File: src/rtl/imm_gen_stage_pkg.sv
// Shared constants for the registered immediate generator.
// IMM_GEN_ONEHOT_CHK_EN enables the one-hot type check.
package imm_gen_stage_pkg;

  localparam int XLEN_DEFAULT = 64;
  localparam int IMM_TYPE_W   = 7;

  localparam int T_B  = 0;
  localparam int T_I  = 1;
  localparam int T_S  = 2;
  localparam int T_U  = 3;
  localparam int T_J  = 4;
  localparam int T_Z  = 5;
  localparam int T_SH = 6;

  localparam int F_SIGN  = 31;
  localparam int F_RS1_H = 19;
  localparam int F_RS1_L = 15;

  typedef enum logic [1:0] {
    ST_EMPTY = 2'd0,
    ST_ONE   = 2'd1,
    ST_FULL  = 2'd2
  } skid_st_e;

endpackage

File: src/rtl/imm_gen_core.sv
// Combinational immediate former: AND-OR mux over the
// seven one-hot classes, built at 64 bits then truncated.
module imm_gen_core
  import imm_gen_stage_pkg::*;
#(
  parameter int XLEN = XLEN_DEFAULT
) (
  input  logic [31:0]           i_instr,
  input  logic [IMM_TYPE_W-1:0] i_type,
  output logic [XLEN-1:0]       o_imm
);

  logic        w_s;
  logic [63:0] w_b;
  logic [63:0] w_i;
  logic [63:0] w_st;
  logic [63:0] w_u;
  logic [63:0] w_j;
  logic [63:0] w_z;
  logic [63:0] w_sh;
  logic [63:0] w_or;
  logic        w_sh5;
  logic        w_unused;

  assign w_s = i_instr[F_SIGN];

  assign w_b = {{51{w_s}}, w_s, i_instr[7],
                i_instr[30:25], i_instr[11:8], 1'b0};
  assign w_i = {{52{w_s}}, i_instr[31:20]};
  assign w_st = {{52{w_s}}, i_instr[31:25],
                 i_instr[11:7]};
  assign w_u = {{32{w_s}}, i_instr[31:12], 12'b0};
  assign w_j = {{43{w_s}}, w_s, i_instr[19:12],
                i_instr[20], i_instr[30:21], 1'b0};
  assign w_z = {59'b0, i_instr[F_RS1_H:F_RS1_L]};

  // shamt bit 5 only exists in RV64
  assign w_sh5 = (XLEN == 64) ? i_instr[25] : 1'b0;
  assign w_sh  = {58'b0, w_sh5, i_instr[24:20]};

  assign w_or = ({64{i_type[T_B]}}  & w_b)
              | ({64{i_type[T_I]}}  & w_i)
              | ({64{i_type[T_S]}}  & w_st)
              | ({64{i_type[T_U]}}  & w_u)
              | ({64{i_type[T_J]}}  & w_j)
              | ({64{i_type[T_Z]}}  & w_z)
              | ({64{i_type[T_SH]}} & w_sh);

  assign o_imm = w_or[XLEN-1:0];

  assign w_unused = ^{i_instr[6:0], w_or};

endmodule

File: src/rtl/imm_gen_stage.sv
// Registered immediate stage with 2-entry skid buffer.
// IMM_GEN_ONEHOT_CHK_EN enables the one-hot type check.
module imm_gen_stage
  import imm_gen_stage_pkg::*;
#(
  parameter int XLEN  = XLEN_DEFAULT,
  parameter int TAG_W = 8
) (
  input  logic                  clk,
  input  logic                  rst,
  input  logic                  in_valid,
  output logic                  in_ready,
  input  logic [31:0]           in_instr,
  input  logic [IMM_TYPE_W-1:0] in_type,
  input  logic [XLEN-1:0]       in_pc,
  input  logic [TAG_W-1:0]      in_tag,
  output logic                  out_valid,
  input  logic                  out_ready,
  output logic [XLEN-1:0]       out_imm,
  output logic [XLEN-1:0]       out_target,
  output logic [TAG_W-1:0]      out_tag,
  output logic                  out_err
);

  typedef struct packed {
    logic [XLEN-1:0]  imm;
    logic [XLEN-1:0]  tgt;
    logic [TAG_W-1:0] tag;
    logic             err;
  } ent_t;

  logic [XLEN-1:0] w_imm;
  logic            w_err;
  logic            w_acc;
  logic            w_cons;
  ent_t            w_ent;

  skid_st_e r_st;
  ent_t     r_m;
  ent_t     r_k;
  logic     r_vld;
  logic     r_rdy;

  imm_gen_core #(
    .XLEN (XLEN)
  ) u_core (
    .i_instr (in_instr),
    .i_type  (in_type),
    .o_imm   (w_imm)
  );

`ifdef IMM_GEN_ONEHOT_CHK_EN
  logic r_err_seen;

  assign w_err = ($countones(in_type) != 1);

  always_ff @(posedge clk) begin
    if (rst) begin
      r_err_seen <= 1'b0;
    end else if (w_acc && w_err) begin
      r_err_seen <= 1'b1;
    end
  end
`else
  assign w_err = 1'b0;
`endif

  assign w_ent.imm = w_imm;
  assign w_ent.tgt = in_pc + w_imm;
  assign w_ent.tag = in_tag;
  assign w_ent.err = w_err;

  assign w_acc  = in_valid & r_rdy;
  assign w_cons = r_vld & out_ready;

  always_ff @(posedge clk) begin
    if (rst) begin
      r_st  <= ST_EMPTY;
      r_m   <= '0;
      r_k   <= '0;
      r_vld <= 1'b0;
      r_rdy <= 1'b1;
    end else begin
      unique case (r_st)
        ST_EMPTY: begin
          if (w_acc) begin
            r_m   <= w_ent;
            r_vld <= 1'b1;
            r_st  <= ST_ONE;
          end
        end
        ST_ONE: begin
          if (w_acc && w_cons) begin
            r_m <= w_ent;
          end else if (w_acc) begin
            r_k   <= w_ent;
            r_rdy <= 1'b0;
            r_st  <= ST_FULL;
          end else if (w_cons) begin
            r_vld <= 1'b0;
            r_st  <= ST_EMPTY;
          end
        end
        ST_FULL: begin
          if (w_cons) begin
            r_m   <= r_k;
            r_rdy <= 1'b1;
            r_st  <= ST_ONE;
          end
        end
        default: begin
          r_st  <= ST_EMPTY;
          r_vld <= 1'b0;
          r_rdy <= 1'b1;
        end
      endcase
    end
  end

  assign in_ready   = r_rdy;
  assign out_valid  = r_vld;
  assign out_imm    = r_m.imm;
  assign out_target = r_m.tgt;
  assign out_tag    = r_m.tag;
  assign out_err    = r_m.err;

endmodule

File: config.mk
export PLATFORM = sky130hd
export DESIGN_NAME = imm_gen_stage
export DESIGN_NICKNAME = d
export VERILOG_FILES = /design/src/rtl/imm_gen_stage_pkg.sv /design/src/rtl/imm_gen_core.sv /design/src/rtl/imm_gen_stage.sv
export SDC_FILE = /design/constraint.sdc
export NUM_CORES = 1
export LEC_CHECK = 0
export ABC_AREA = 1
export CELL_PAD_IN_SITES_DETAIL_PLACEMENT = 1
export CELL_PAD_IN_SITES_GLOBAL_PLACEMENT = 1
export CORE_MARGIN = 8
export CORE_UTILIZATION = 33
export CTS_BUF_LIST = sky130_fd_sc_hd__clkbuf_16
export DETAILED_ROUTE_END_ITERATION = 12
export HOLD_SLACK_MARGIN = 0.1
export PLACE_DENSITY_LB_ADDON = 0.2
export SYNTH_ARGS = -nofsm -noshare
export SYNTH_HDL_FRONTEND = slang
export SYNTH_SLANG_ARGS = --single-unit
File: constraint.sdc
create_clock -name clk -period 2.4 [get_ports clk]
set_input_delay 0.24 -clock clk [delete_from_list [all_inputs] [get_ports clk]]
set_output_delay 0.24 -clock clk [all_outputs]
set_load 0.05 [all_outputs]
==> flow_summary.ini <==
[logic_synthesis]
avgSynthCellArea_um2 = 5.915
synth_largest_area_cell = dfxtp_1
ys_top_cells_by_area = dfxtp_1, nand2_1, inv_1
ys.warnings.count = 0
synthXorXnorAreaFrac_pct = 1.828
synth_compound_area_share_pct = 17.48
synth_top_family_by_area = simple AND/OR/NAND/NOR gates
syn_nets = 2690
ys_seq_elements = 212
synth_top_area_share_pct = 28.58
async_flop_share_pct = 0
ys.flop_type = dfxtp_1
netlist_instances = 2511
ys_seq_area_share_pct = 28.58
synth_mux_area_share_pct = 0
synth_area_um2 = 14850
yosysUniqueCellTypes = 40
synth-simple-area-share_pct = 30.52
synth_fa_ha_area_share_pct = 5.442
synth_edf_count = 0

[worst_setup_path]
regToRegStartpoint = r_st[0]$_SDFFE_PP0P_
r2r_cells = 7
crit_fanout = 3
endpoint_kind = register
r2r-end = r_k[40]$_SDFFE_PP0P_
r2r_slack_ps = 330
critPathArrivalTime_ps = 3020
setup.worst_path.start_class = primary input
critPathKind = in2reg
worstPathRequired_ps = 2780

[placement]
finalWeightedCongestion = 0.9149
hpwl_um = 51970
io_buffer_count = 245

[grt]
grt_pass1_vias = 19320
grt_pass1_wl_um = 109600
antenna_found_initial = 0
grt_use_total_pct = 25.97
grt_max_degree = 117
grt.overflow.total = 0

[finish]
area_growth_pct = 64.73
n_antenna_cell = 0
drive_above_1_share_pct = 34.81
final_nets = 3182
nFillCells = 5566

[min_path]
hold_class = in2reg
min-delay-start = in_type[4]
whs_path_depth = 6
hold_path_end = r_k[78]$_SDFFE_PP0P_

[sta]
setup_slack_ps = -239.2
finalSetupTns_ps = -8002
slew_headroom_pct = 28.86
whs_ps = 255.0
finalClockSkew_ps = 16.42
setup_violations = 82
rsz0062_at_grt = true
worst_pin_slew_ps = 1067
clock.fmax_mhz = 378.9
final_max_slew_viol_count = 0
period_share_pct = 110.0
min_period_ps = 2639
final_hold_viol_count = 0

[run_status]
failed_checks = negative setup slack
outcome = finished, violations left

[floorplanning]
die_y_um = 228.1
floorplan.initialDensity_pct = 33.51
dieArea_um2 = 52050
core_um2 = 44320
die_x_um = 228.1
ios = 254
rows = 77

[route]
ant_nets = 0
initialDrtViolationCount = 1020
vias = 18380
drc = 0
wl_per_cell_um = 20.58
via_per_inst = 5.087
drtPass1Iterations = 5
totalWireLength_um = 74390

[power]
p_per_area_nw_per_um2 = 697.0
p_leak_nw = 12.04
ir_worst_vdd_uv = 589.0

[clocking]
numCtsBuffers = 26
cts_max_level = 1
path_clk_slew_ps = 60
clk_latency_ps = 550
clockRootBuffer = clkbuf_16
cts_sinks = 212
cts_tree = done
clockBufferDepth = 3

[job]
timing.max_cap.violations = 0
per-stage QoR:
stage               cells  power [mW]  setup slack (ps)  instance area [um^2]  utilization [%]
global placement     3480       11.54             -1352                 19560            44.13
finish               3614       17.05            -239.2                 24470            55.21
global route         3614       17.84            -376.7                 24470            55.21
floorplan            2511       8.826            -119.0                 15040                -
detailed placement   3480       11.69             -1407                 19560            44.13
CTS                  3579       16.42            -119.5                 22870            51.60
routing by layer:
metal	track usage, %	wire, um
met3	2.271	2057
met2	50.74	39440
met5	0	0
met1	28.30	28450
met4	10.47	4441
cells by family (layout without fill, tap and decap cells):
kind of cell	Yosys count	count (layout)
other	1	1
AO/OA/AOI/OAI	487	487
AND/OR/NAND/NOR	1127	1127
adder cells (fa/ha/maj)	64	64
flip-flops	212	212
buffers and inverters	589	1100
XOR/XNOR	31	31
state kept, by name (all words and copies together), names as in the netlist:
name and count:
in_ready 1, out_imm 32, out_tag 8, out_target 64, out_valid 1, r_k 104
r_st 2
placed cells by master, fill, tap and decap left out, types with 30 or more instances in the layout:
cell / instances
a21oi_1: 225
nand2_2: 169
nand3_1: 64
dfxtp_1: 212
ha_4: 54
inv_2: 59
buf_6: 41
nor2_1: 112
buf_4: 322
nand2_1: 537
clkdlybuf4s50_1: 195
nor2_4: 49
o21ai_0: 99
o211ai_1: 30
inv_1: 389
nand2_4: 65
nand3_2: 38
power breakdown:
part           switching [mW]  leakage, nW  internal (mW)
clock                    1.66        0.397           2.25
combinational            5.59         9.90           3.15
sequential              0.335         1.74           4.07
total                    7.59         12.0           9.46
synthesized netlist by cell type, types with 14 or more instances:
master	number
dfxtp_1	212
o21ai_0	127
clkbuf_1	50
buf_4	38
o211ai_1	30
a21oi_1	277
nor3_1	14
o21ai_1	15
inv_1	455
ha_1	63
o21bai_1	14
nand2_1	772
xor2_1	25
nand3_1	121
buf_2	27
nor2_1	185
layout make-up:
type / instances / area (um^2) / area share, %
Clock buffer: 27 / 675.6 / 2.762
Clock inverter: 20 / 151.4 / 0.6188
Inverter: 465 / 1785 / 7.298
Multi-Input combinational cell: 1710 / 11600 / 47.40
Sequential cell: 212 / 4244 / 17.35
Tap cell: 592 / 740.7 / 3.028
Timing Repair Buffer: 587 / 5264 / 21.51
Timing Repair inverter: 1 / 7.507 / 0.03068
how the worst max path moves through the flow:
| stage | depth (start not counted) | end | from | slack (ps) |
|---|---|---|---|---|
| final | 21 | out_target[50]$_SDFFE_PP0P_ | in_type[0] | -240 |
| after global routing | 21 | out_target[54]$_SDFFE_PP0P_ | in_type[0] | -380 |
| after CTS | 21 | out_target[49]$_SDFFE_PP0P_ | in_type[2] | -120 |
| after detailed placement | 18 | out_target[31]$_SDFFE_PP0P_ | in_type[0] | -1410 |
| after global placement | 18 | out_target[59]$_SDFFE_PP0P_ | in_type[3] | -1350 |
| after floorplan | 14 | out_target[59]$_SDFFE_PP0P_ | in_type[3] | -120 |
timing repair:
action / CTS / global route
endpoints found under the hold margin: 0 / 0
setup buffers: 52 / 35
cloned: 3 / 0
hold buffers: 0 / 0
setup endpoints to repair: 117 / 103
resized for setup: 557 / 335
pin swaps: 157 / 139
critical path, stage by stage:
cell and delay, ps:
buf_8 100, nor2_4 150, nand2_4 80, o21ai_4 170, clkinvlp_4 130, buf_6 150, a21oi_4 160, inv_2 80
ha_4 320, nand2_4 110, nor2_4 170, inv_4 60, nor3_4 280, buf_6 150, nand2_4 40, nor2_1 80
nand2_1 80, nand4_1 160, nand3_1 130, nand2_2 120, a21oi_2 50
Power figures use the tool's default switching activity.
